`config.mk`:
```
export PLATFORM = sky130hd
export DESIGN_NAME = apb_master_fsm
export DESIGN_NICKNAME = d
export VERILOG_FILES = /design/src/rtl/apb_master_fsm.sv
export SDC_FILE = /design/constraint.sdc
export NUM_CORES = 1
export LEC_CHECK = 0
export CAP_MARGIN = 30
export CORE_MARGIN = 2
export CORE_UTILIZATION = 48
export DETAILED_ROUTE_END_ITERATION = 10
export PLACE_DENSITY = 0.83
export SLEW_MARGIN = 20
export SYNTH_ARGS = -nofsm -noshare
export SYNTH_HDL_FRONTEND = slang
export SYNTH_SLANG_ARGS = --single-unit
```
`constraint.sdc`:
```
create_clock -name Hclk -period 2 [get_ports Hclk]
set_input_delay 0.3 -clock Hclk [delete_from_list [all_inputs] [get_ports Hclk]]
set_output_delay 0.3 -clock Hclk [all_outputs]
set_load 0.05 [all_outputs]
```
`src/rtl/apb_master_fsm.sv`:
```
// apb_master_fsm: APB3 master with a one-entry request buffer and an access timeout.
module apb_master_fsm #(
    parameter int ADDR_W  = 32,
    parameter int DATA_W  = 32,
    parameter int NSLV    = 3,
    parameter int TIMEOUT = 16
) (
    input  logic              Hclk,
    input  logic              Hresetn,
    input  logic              valid,
    input  logic [ADDR_W-1:0] Haddr,
    input  logic [DATA_W-1:0] Hwdata,
    input  logic              Hwrite,
    input  logic [NSLV-1:0]   tempselx,
    output logic              Hreadyout,
    output logic [ADDR_W-1:0] Paddr,
    output logic [DATA_W-1:0] Pwdata,
    output logic              Pwrite,
    output logic [NSLV-1:0]   Pselx,
    output logic              Penable,
    input  logic [DATA_W-1:0] Prdata,
    input  logic              Pready,
    input  logic              Pslverr,
    output logic              Hdone,
    output logic [DATA_W-1:0] Hrdata,
    output logic              Hresp
);
    typedef enum logic [1:0] {IDLE, SETUP, ACCESS} state_t;
    localparam int CW = (TIMEOUT > 0) ? $clog2(TIMEOUT + 1) : 1;

    state_t            state_q;
    logic [CW-1:0]     cnt_q;
    logic              buf_v_q;
    logic              buf_wr_q;
    logic [ADDR_W-1:0] buf_addr_q;
    logic [DATA_W-1:0] buf_data_q;
    logic [NSLV-1:0]   buf_sel_q;
    logic              accept;
    logic              timeout_hit;
    logic              done;
    logic              start;
    logic [DATA_W-1:0] req_data;
    logic [ADDR_W-1:0] nxt_addr;
    logic [DATA_W-1:0] nxt_data;
    logic              nxt_wr;
    logic [NSLV-1:0]   nxt_sel;

    assign accept      = valid && Hreadyout;
    assign timeout_hit = (TIMEOUT > 0) && !Pready && (int'(cnt_q) + 1 == TIMEOUT);
    assign done        = (state_q == ACCESS) && (Pready || timeout_hit);
    assign start       = (state_q == IDLE && accept) || (done && (buf_v_q || accept));
    assign req_data    = Hwrite ? Hwdata : '0;
    // A buffered request always wins; otherwise the live request goes straight to the bus.
    assign nxt_addr    = buf_v_q ? buf_addr_q : Haddr;
    assign nxt_data    = buf_v_q ? buf_data_q : req_data;
    assign nxt_wr      = buf_v_q ? buf_wr_q : Hwrite;
    assign nxt_sel     = buf_v_q ? buf_sel_q : tempselx;

    always_ff @(posedge Hclk or negedge Hresetn) begin
        if (!Hresetn) begin
            state_q    <= IDLE;
            cnt_q      <= '0;
            buf_v_q    <= 1'b0;
            buf_wr_q   <= 1'b0;
            buf_addr_q <= '0;
            buf_data_q <= '0;
            buf_sel_q  <= '0;
            Hreadyout  <= 1'b1;
            Paddr      <= '0;
            Pwdata     <= '0;
            Pwrite     <= 1'b0;
            Pselx      <= '0;
            Penable    <= 1'b0;
            Hdone      <= 1'b0;
            Hrdata     <= '0;
            Hresp      <= 1'b0;
        end else begin
            Hdone <= 1'b0;
            if (accept && state_q != IDLE && !done) begin
                buf_v_q    <= 1'b1;
                buf_addr_q <= Haddr;
                buf_data_q <= req_data;
                buf_wr_q   <= Hwrite;
                buf_sel_q  <= tempselx;
                Hreadyout  <= 1'b0;
            end
            if (start) begin
                state_q   <= SETUP;
                Paddr     <= nxt_addr;
                Pwdata    <= nxt_data;
                Pwrite    <= nxt_wr;
                Pselx     <= nxt_sel;
                Penable   <= 1'b0;
                cnt_q     <= '0;
                buf_v_q   <= 1'b0;
                Hreadyout <= 1'b1;
            end else if (state_q == SETUP) begin
                state_q <= ACCESS;
                Penable <= 1'b1;
            end else if (done) begin
                state_q <= IDLE;
                Pselx   <= '0;
                Penable <= 1'b0;
                cnt_q   <= '0;
            end else if (state_q == ACCESS && !Pready) begin
                cnt_q <= cnt_q + 1'b1;
            end
            if (done) begin
                Hdone  <= 1'b1;
                Hresp  <= Pready ? Pslverr : 1'b1;
                Hrdata <= (Pready && !Pslverr && !Pwrite) ? Prdata : '0;
            end
        end
    end
endmodule

```
==> run metrics <==
run status=completed; Setup violations, final=0; VDD IR max=0.0005071 V; post-CTS setup buffer count=0; Skew-Pair Late Insertion Delay=approximately 0.42 ns; synthesis-stage register bit count=between 150 and 200; Total Die Area=around 16000 um^2; reg-to-reg slack, setup=approximately 0.13 ns; Clock Tree Buf Depth=2; H-tree depth=4; setup_tns=0 ns; drt first pass iters=4; required time of the critical path=about 1.7 ns; global-route wire length before repair=28840 um; slowest stage delay, CP=0.84 ns; Final Slew Violations=0; worst slack, placed=-0.01128 ns; Non-Filler Instances=~1100; worst slew pin tran=about 0.57 ns; skew final=about 0.0096 ns; Max Cap Viol=0; CTS Buf Count=17; CTS tree=built; I/O pin count=~210; CP bufs+invs=1; CP Capture Type=output pin; Synth Warn #=0; wire per inst=15.96 um; cell leakage power=~4.7 nW; share of cells above drive strength 1=7.837%; mapped cell area=between 7000 and 8000 um^2; Inst Count DP=~1100; initial core utilization=roughly 49%; Core Area=roughly 15000 um^2; grt ovf=0; P per Cell Area=approximately 750 nW/um^2; Final min period=1.941 ns; clk sink count=179; PnR Total Power=a little under 0.008 W; Final ANT Viol Nets=0; die span in y=128.4 um; nets=between 900 and 1000; Syn Nets=approximately 800; setup ws final=about 0.06 ns; worst r2r src=cnt_q[1]; Slew headroom=about three fifths; Max FO, Critical Path=2; DRT iter0 DRCs=about 370; synthesized area per cell=~11 um^2; # rows=45; delay-heaviest family, CP=buffers and inverters; HPWL after DPL=roughly 12000 um; Final Hold Vio Count=0; routed vias=~5800; Hold WC Path Type=primary input to async pin; CP Launch Type=flip-flop; vias in the first global route=5905; final WL=17460 um; Via density=5.280; largest net degree at the start of global routing=around 110; RSZ-0062 raised after global routing=false; crit-path cells=clkdlybuf4s50_1; Final Cycle Share=a little over nine tenths; worst path arrival time=around 1.6 ns; most frequent cells in the layout=clkdlybuf4s50_1, dfrtp_1, nand2_1, o21ai_0, nor2_1; Overall Global Routing Usage=~22%; Mapped Cells=roughly 690; FILL cells=approximately 1100; Area Overhead vs Synth=40.60%; initial antenna violation count=0; Reg clk slew, reported paths=around 0.06 ns; Root Driver=clkbuf_16; GPL Wtd Cong=0.8233; Die Width=approximately 130 um; kind of critical path=flip-flop to output pin; CP Launch Point=Pwdata[0]; Yosys cell types=38; sequential fraction of the synthesis area=around three fifths; CP max-delay cell=clkdlybuf4s50_1; DRC violations left=0; most common cell after layout, fill and taps aside=clkdlybuf4s50_1; max frequency=0.5153 GHz; Antenna Cells=0; I/O Buffers=208
sequential cells by signal, summed over array words and instances, names as in the netlist:
register / cells
Penable: 1
buf_wr_q: 1
Pwdata: 32
buf_data_q: 32
buf_sel_q: 3
buf_addr_q: 32
Paddr: 32
Hdone: 1
Pwrite: 1
Hrdata: 32
state_q: 1
buf_v_q: 1
Hreadyout: 1
Pselx: 3
Hresp: 1
cnt_q: 5
synth_stat cells (all sizes together):
cell,instances,area [um^2]
o22ai,32,200.2
o21ai,71,359.1
dfrtp,178,4454
mux2i,33,330.3
a21o,1,7.510
o41ai,1,8.760
inv,4,15.01
ha,1,12.51
a41o,1,10.01
a311oi,1,26.28
nor3,4,20.02
mux2,36,405.4
o21a,1,7.510
a21bo,2,20.02
nor2,43,161.4
nand3b,1,7.510
nand3,2,10.01
a31oi,1,6.260
a21oi,42,214.0
or2,1,6.260
a22oi,1,7.510
dfstp,1,26.28
o21bai,1,7.510
nand2,141,529.3
and2,1,6.260
o31ai,1,7.510
nand4b,1,8.760
a211oi,1,7.510
nor2b,2,12.51
a22o,33,289.0
clkbuf,37,140.1
buf,17,102.6
final cells by class:
type	count	area, um^2	share of cell area (%)
Clock inverter	7	71.32	0.6830
Clock buffer	25	505.5	4.841
Multi-Input combinational cell	456	2721	26.06
Timing Repair Buffer	235	2410	23.08
Sequential cell	179	4484	42.94
Inverter	4	15.01	0.1438
Tap cell	188	235.2	2.253
where the power goes:
part / switching (W) / internal, W / leakage (nW) / total [W]
sequential: 0.0000442 / 0.00369 / 2.45 / 0.00374
combinational: 0.000469 / 0.000398 / 1.96 / 0.000867
clock: 0.00133 / 0.00188 / 0.276 / 0.00321
stage by stage:
step                hold WS [ns]  area (um^2)  util (%)
detailed placement        0.2625         9849     65.03
CTS                       0.3775        10440     68.90
floorplan               0.004409         7427         -
global route              0.4212        10440     68.95
finish                    0.3759        10440     68.95
global placement          0.2624         9849     65.03
layer usage:
layer  track usage [%]  routed length, um  vias up
li1                  -                  -     2802
met1             28.03               7584     2770
met2             36.73               8453      166
met3             4.491                917       38
met4             9.373                505        0
met5                 0                  0        -
logic make-up (layout without fill, tap and decap cells):
family / count (synthesis) / count (layout) / share of synthesized area [%]
simple gates: 196 / 196 / 10.26
buf+inv: 58 / 271 / 3.470
flops: 179 / 179 / 60.33
compound gates: 190 / 190 / 15.87
mux: 69 / 69 / 9.906
fa+ha+maj: 1 / 1 / 0.1684
final timing paths:
kind,to,cells after the start
worst min register to register,Paddr[28],2
worst min-delay path,buf_addr_q[6],2
worst max register to register,buf_addr_q[9],6
worst max-delay path,Pwdata[0],1
max in group asynchronous,Hreadyout,3
min in group Hclk,buf_data_q[18],3
repair_timing:
item | 4_1_cts | 5_1_grt
hold buffers | 1 | 0
hold endpoints to repair | 40 | 0
endpoints found under the setup margin | 1 | 65
gates resized for setup | 1 | 2
Note: power is estimated with default switching activity, not from simulation.
